**src/rtl/mem_pkg.sv**
```systemverilog
// Shared widths and types for the MEM-stage data memory.
package mem_pkg;

  localparam int ADDR_W = 8;
  localparam int DATA_W = 8;
  localparam int DEPTH  = 1 << ADDR_W;

  typedef logic [ADDR_W-1:0] addr_t;
  typedef logic [DATA_W-1:0] data_t;

endpackage

```
**src/rtl/data_mem.sv**
```systemverilog
// 256 x 8 data memory: synchronous write, combinational gated read, async active-low clear.
// Optional build macro MEM_WR_FWD_EN forwards WriteData to ReadData on a same-cycle read/write.
module data_mem
  import mem_pkg::*;
(
  input  logic              clk,
  input  logic              rst,
  input  logic              MemWrite,
  input  logic              MemRead,
  input  logic [ADDR_W-1:0] Address,
  input  logic [DATA_W-1:0] WriteData,
  output logic [DATA_W-1:0] ReadData
);

  data_t mem_q [DEPTH];

  // Clearing the whole array on reset keeps ReadData X-free from the first reset onward.
  always_ff @(posedge clk or negedge rst) begin
    if (!rst) begin
      for (int i = 0; i < DEPTH; i++) begin
        mem_q[i] <= '0;
      end
    end else if (MemWrite) begin
      mem_q[Address] <= WriteData;
    end
  end

  always_comb begin
    ReadData = '0;
    if (MemRead) begin
      ReadData = mem_q[Address];
    end
`ifdef MEM_WR_FWD_EN
    if (MemRead && MemWrite) begin
      ReadData = WriteData;
    end
`else
`endif
  end

endmodule

```
**config.mk**
```make
export PLATFORM = sky130hd
export DESIGN_NAME = data_mem
export DESIGN_NICKNAME = d
export VERILOG_FILES = /design/src/rtl/mem_pkg.sv /design/src/rtl/data_mem.sv
export SDC_FILE = /design/constraint.sdc
export NUM_CORES = 2
export LEC_CHECK = 0
export BUFFER_PORTS_ARGS = -buffer_cell sky130_fd_sc_hd__buf_2
export CAP_MARGIN = 40
export CORE_ASPECT_RATIO = 1.75
export CORE_MARGIN = 5
export CORE_UTILIZATION = 55
export DETAILED_ROUTE_END_ITERATION = 10
export HOLD_SLACK_MARGIN = 0.1
export PLACE_DENSITY = 0.8
export SLEW_MARGIN = 10
export SYNTH_ARGS = -nofsm -noshare
export SYNTH_HDL_FRONTEND = slang
export SYNTH_SLANG_ARGS = --single-unit
export TNS_END_PERCENT = 100
```
**constraint.sdc**
```tcl
create_clock -name clk -period 3.1 [get_ports clk]
set_input_delay 0.155 -clock clk [delete_from_list [all_inputs] [get_ports clk]]
set_output_delay 0.155 -clock clk [all_outputs]
set_load 0.01 [all_outputs]
```
* After elaboration in Yosys (flattened, before gate mapping)
Index checks and enable logic that the tools add are counted.
** Storage, ports and cells
- Register bits :: 2048
- Bits of input ports :: 20
- Output and inout port bits :: 8
- Logic and storage cells :: 267
** Operators by class
- Magnitude comparators :: 2
- Mux-type cells :: 7
- Bitwise operators :: 1
- Reductions and logical operators :: 1
** Operators by type and width (number)
- $bwmux W2048 :: 1
- $bmux W8 S8 :: 1
- $demux W8 S8 :: 1
- $mux W8 :: 4
- $ge A9 B9 Y1 const B :: 1
- $lt A9 B1 Y1 const B :: 1
- $not A8 Y9 :: 1
- $logic_and A1 B1 Y1 :: 1

* Logic depth before layout (Yosys ltp)
- Depth in word-level cells :: 6
- Depth in mapped cells :: 12
- Gate-level depth less buffers :: 7

* Least setup slack after synthesis
No wires, ideal clock.
- Path kind :: input to output
- Start point :: input Address[1]
- End point :: output ReadData[7]
- Data arrival time :: 2.168 ns
- Data required time :: 2.945 ns
- Path slack :: 0.777 ns
- Stages on the path :: 8
- Path buffers :: 2
- Cells stage by stage :: buf_4 -> buf_1 -> mux4_2 -> mux4_2 -> a211o_1 -> nand2_1 -> o311ai_1 -> and4_1
** Between the ends
- Longest elaborated chain between the ends :: 5
** Ends and longest elaborated chain
- start, declared :: line data_mem.sv:10 : input logic [ADDR_W-1:0] Address,
- $not A8 Y9 (implied by the code) :: line data_mem.sv:31 : ReadData = mem_q[Address];
- $bmux W8 S8 :: line data_mem.sv:31
- $mux W8 (implied by the code) (2 in series) :: line data_mem.sv:31
- $mux W8 :: line data_mem.sv:30 : if (MemRead) begin
- end, declared :: line data_mem.sv:12 : output logic [DATA_W-1:0] ReadData
No other way between the ends. The select of a mux whose other input is x is not followed.

* Worst setup path in the final report
- Start point :: register mem_q[1678] (netlist bit)
- End point :: output ReadData[6]
** Between the ends
- Longest elaborated chain between the ends :: 4
** Ends and longest elaborated chain
- start, declared :: line data_mem.sv:15 : data_t mem_q [DEPTH];
- start signal, assigned by index :: line data_mem.sv:24 : mem_q[Address] <= WriteData;
- $bmux W8 S8 :: line data_mem.sv:31
- $mux W8 (implied by the code) (2 in series) :: line data_mem.sv:31
- $mux W8 :: line data_mem.sv:30
No other way between the ends. The select of a mux whose other input is x is not followed.

==> metrics.md <==
| Metric | Value |
|---|---|
| Grt total ovfl | 0 |
| Arr. time, crit path | 3370 ps |
| Setup TNS | -2430 ps |
| Initial antenna violation count | 5 |
| Setup WS pre-CTS | -416 ps |
| Largest net degree at the start of global routing | 182 |
| Pre-antenna DRT Iters | 6 |
| Peak supply drop | 426 uV |
| Cell taking the most area after synthesis | dfrtp_1 |
| Nets | 6,519 |
| Initial Util | 55.3% |
| Slowest cell delay on critical path | 520 ps |
| Yosys reg bits | 2,048 |
| Clk sinks | 2,048 |
| Final Cycle Share | 114% |
| Failing checks | setup timing |
| Synth top area cells | dfrtp_1 (54%), mux2_2 (24%), mux4_2 (9.5%), mux2i_1 (2.8%), clkbuf_1 (1.1%) |
| Data required time at the worst endpoint | 2940 ps |
| Headroom to the max-slew limit | 24.1% |
| Maxcap violations | 0 |
| Final Util | 62.6% |
| Net Count, Synth | 6,223 |
| Crit path top cell by count | buf_6 |
| Worst hold path class | primary input to register |
| Vias in the first global route | 62,700 |
| Worst path cell trace | mux4_2 > a22oi_2 > o21ai_1 > or4_1 > o21ai_2 > buf_6 > o211ai_1 > nor3b_4 > buf_6 |
| Post-synth EDFFs | 0 |
| Crit Path Category | register to output port |
| Post-DP HPWL | 181 mm |
| Final-report hold violation count | 0 |
| CTS tree | built |
| Minimum clock period | 3520 ps |
| Clock Tree Buf Depth | 4 |
| Crit path launch type | register |
| Root Buffer | clkbuf_16 |
| FMAX | 284 MHz |
| Worst-Skew Late Latency | 780 ps |
| First-pass GRT wire length | 401 mm |
| Primary FF master, synth | dfrtp_1 |
| Top Registers | mem_q x2048 |
| Share of cells above drive strength 1 | 54.8% |
| Hold path startpoint | WriteData[1] |
| Setup violators final | 8 |
| Post-Synthesis Cell Area | 94,600 sq um |
| Seq/Total Area, Yosys | 54.1% |
| Ys async rst share | 100% |
| Total number of vias | 57,800 |
| CTS clk-pin slew, worst paths | 60 ps |
| DIE AREA | 181,000 sq um |
| Worst-path cell with the longest stage delay | mux4_2 |
| Fillers | 11,900 |
| Max FO, Critical Path | 2 |
| Sequential Area | 51,200 sq um |
| Largest register by flop count | mem_q |
| Origin of the critical flop-to-flop path | mem_q[512]$_DFFE_PN0P_ |
| Area Overhead vs Synth | 13.3% |
| Synth warnings | 0 |
| Placer congestion estimate | 0.939 |
| Max reg flops | 2,048 |
| Count of cell types in the netlist | 65 |
| Chip height | 559 um |
| IO buf count | 27 |
| Crit path depth | 9 |
| I/O pin cnt | 28 |
| CP top delay family | simple AND/OR/NAND/NOR gates |
| RSZ-0062 raised after global routing | true |
| Num CTS Buffers | 185 |
| CP startpoint | mem_q[1678]$_DFFE_PN0P_ |
| Total Wirelength | 263 mm |
| Fin worst setup slack | -421 ps |
| Final Skew | 0 ps |
| Worst Setup End Kind | output port |
| Detail Route Antenna Nets | 0 |
| Drc violations | 0 |
| Status | complete, but fails checks |
| Mapped Cells | 6,203 |
| Routed wire per std cell | 29.6 um |
| Die W | 324 um |
| Vias per inst | 6.52 |
| Syn avg cell area | 15.3 sq um |
| PD cells | 534 nW/um^2 |
| Pin slew with the least headroom to its limit | 1140 ps |
| H-tree depth | 4 |
| Row count | 201 |
| Multi-input logic area | 41,700 sq um |
| CP Buf/Inv Count | 2 |
| GR Util All Layers | 29.3% |
| Final Max Tran Viols | 0 |
| Worst Setup EP | ReadData[6] |
| R2R Setup Slk | 2100 ps |
| Core area | 171,000 sq um |
| Reg2Reg Capture Point | mem_q[512]$_DFFE_PN0P_ |
| Iter 0 DRT Violations | 4,345 |
| P_leak | 51.0 nW |
| R2R depth | 3 |
| Yosys top cell area share | 54.1% |
## per-layer routing
layer  vias up  global-route usage [%]  part of all wire, %
li1      23600                       -                    -
met1     31100                    34.9                   35
met2      2158                    49.6                   50
met3       859                    4.63                  5.8
met4         2                    19.1                  8.3
met5         -                       0               0.0042
## cell type report
class / instances / area share (%)
Clock inverter: 53 / 0.653
Multi-Input combinational cell: 3686 / 38.9
Antenna cell: 5 / 0.0117
Timing Repair Buffer: 576 / 5.17
Clock buffer: 259 / 4.93
Tap cell: 2233 / 2.60
Sequential cell: 2048 / 47.8
Inverter: 2 / 0.00700
## timing repair
item | in CTS | in global routing
endpoints found under the setup margin | 8 | 8
buffers inserted | 5 | 4
gates resized for setup | 107 | 28
hold buffers | 8 | 0
endpoints found under the hold margin | 2100 | 0
pin swaps | 23 | 23
## through the flow
stage / instance area [sq um] / hold slack [ps] / std cells / total power (W)
global route: 107000 / 124 / 8858 / 0.0590
finish: 107000 / 87.5 / 8862 / 0.0573
CTS: 107000 / 101 / 8854 / 0.0574
detailed placement: 100000 / 81.6 / 8534 / 0.0344
floorplan: 94600 / -141 / 6203 / 0.0320
global placement: 100000 / 80.9 / 8523 / 0.0341
## layout by cell type, fill, tap and decap left out, types with 8 or more instances in the layout
cell / n
nand2_1: 90
buf_12: 78
mux2i_1: 260
and3_1: 8
o21ai_0: 58
nor2_2: 140
mux2_2: 2050
o22ai_1: 34
nor2_4: 54
a22oi_2: 10
clkbuf_1: 39
dfrtp_1: 2048
nand3_1: 53
clkbuf_8: 41
o21ai_1: 16
a221oi_1: 21
clkinv_2: 26
bufinv_16: 15
nand4_1: 8
a22oi_1: 84
nand3_2: 9
a31oi_1: 13
a21oi_1: 55
nand2_2: 49
nand2b_1: 12
o311ai_4: 9
mux4_2: 401
clkbuf_16: 188
buf_6: 8
o221ai_1: 9
nor2b_1: 8
o211ai_1: 11
mux2_1: 23
nor2_1: 60
buf_4: 458
## cell families after synthesis
logic type	synth area share, %
buf+inv	2.51
compound gates	2.82
simple gates	3.47
mux	37.1
flops	54.1
## worst min path at each step
stage,endpoint,slack [ps],cells after the start
6_report,mem_q[225]$_DFFE_PN0P_,90,2
5_1_grt,mem_q[225]$_DFFE_PN0P_,120,2
4_1_cts,mem_q[225]$_DFFE_PN0P_,100,2
3_5_place_dp,mem_q[1298]$_DFFE_PN0P_,80,1
3_3_place_gp,mem_q[1299]$_DFFE_PN0P_,80,1
2_1_floorplan,mem_q[0]$_DFFE_PN0P_,-140,0
## cell usage after synthesis, drive strengths merged (9+ instances only)
master  instances
a21oi          62
a221oi         23
a22oi          94
a31oi          18
buf           189
clkbuf        278
dfrtp        2048
mux2         2073
mux2i         269
mux4          401
nand2         141
nand2b         12
nand3          62
nand4           9
nor2          254
nor2b          12
o211ai         11
o21ai          76
o221ai          9
o22ai          34
o311ai         12
## worst reg2reg max path, cell delays in order, from the launching register on
cell     delay, ps
dfrtp_1        380
buf_4          140
buf_4          120
mux2_2         250
## report_power, final
part | switching [W] | internal [W] | leakage, nW
sequential | 0.000667 | 0.0280 | 28.2
clock | 0.0101 | 0.0131 | 2.94
combinational | 0.00299 | 0.00240 | 19.8
Power figures use the tool's default switching activity.
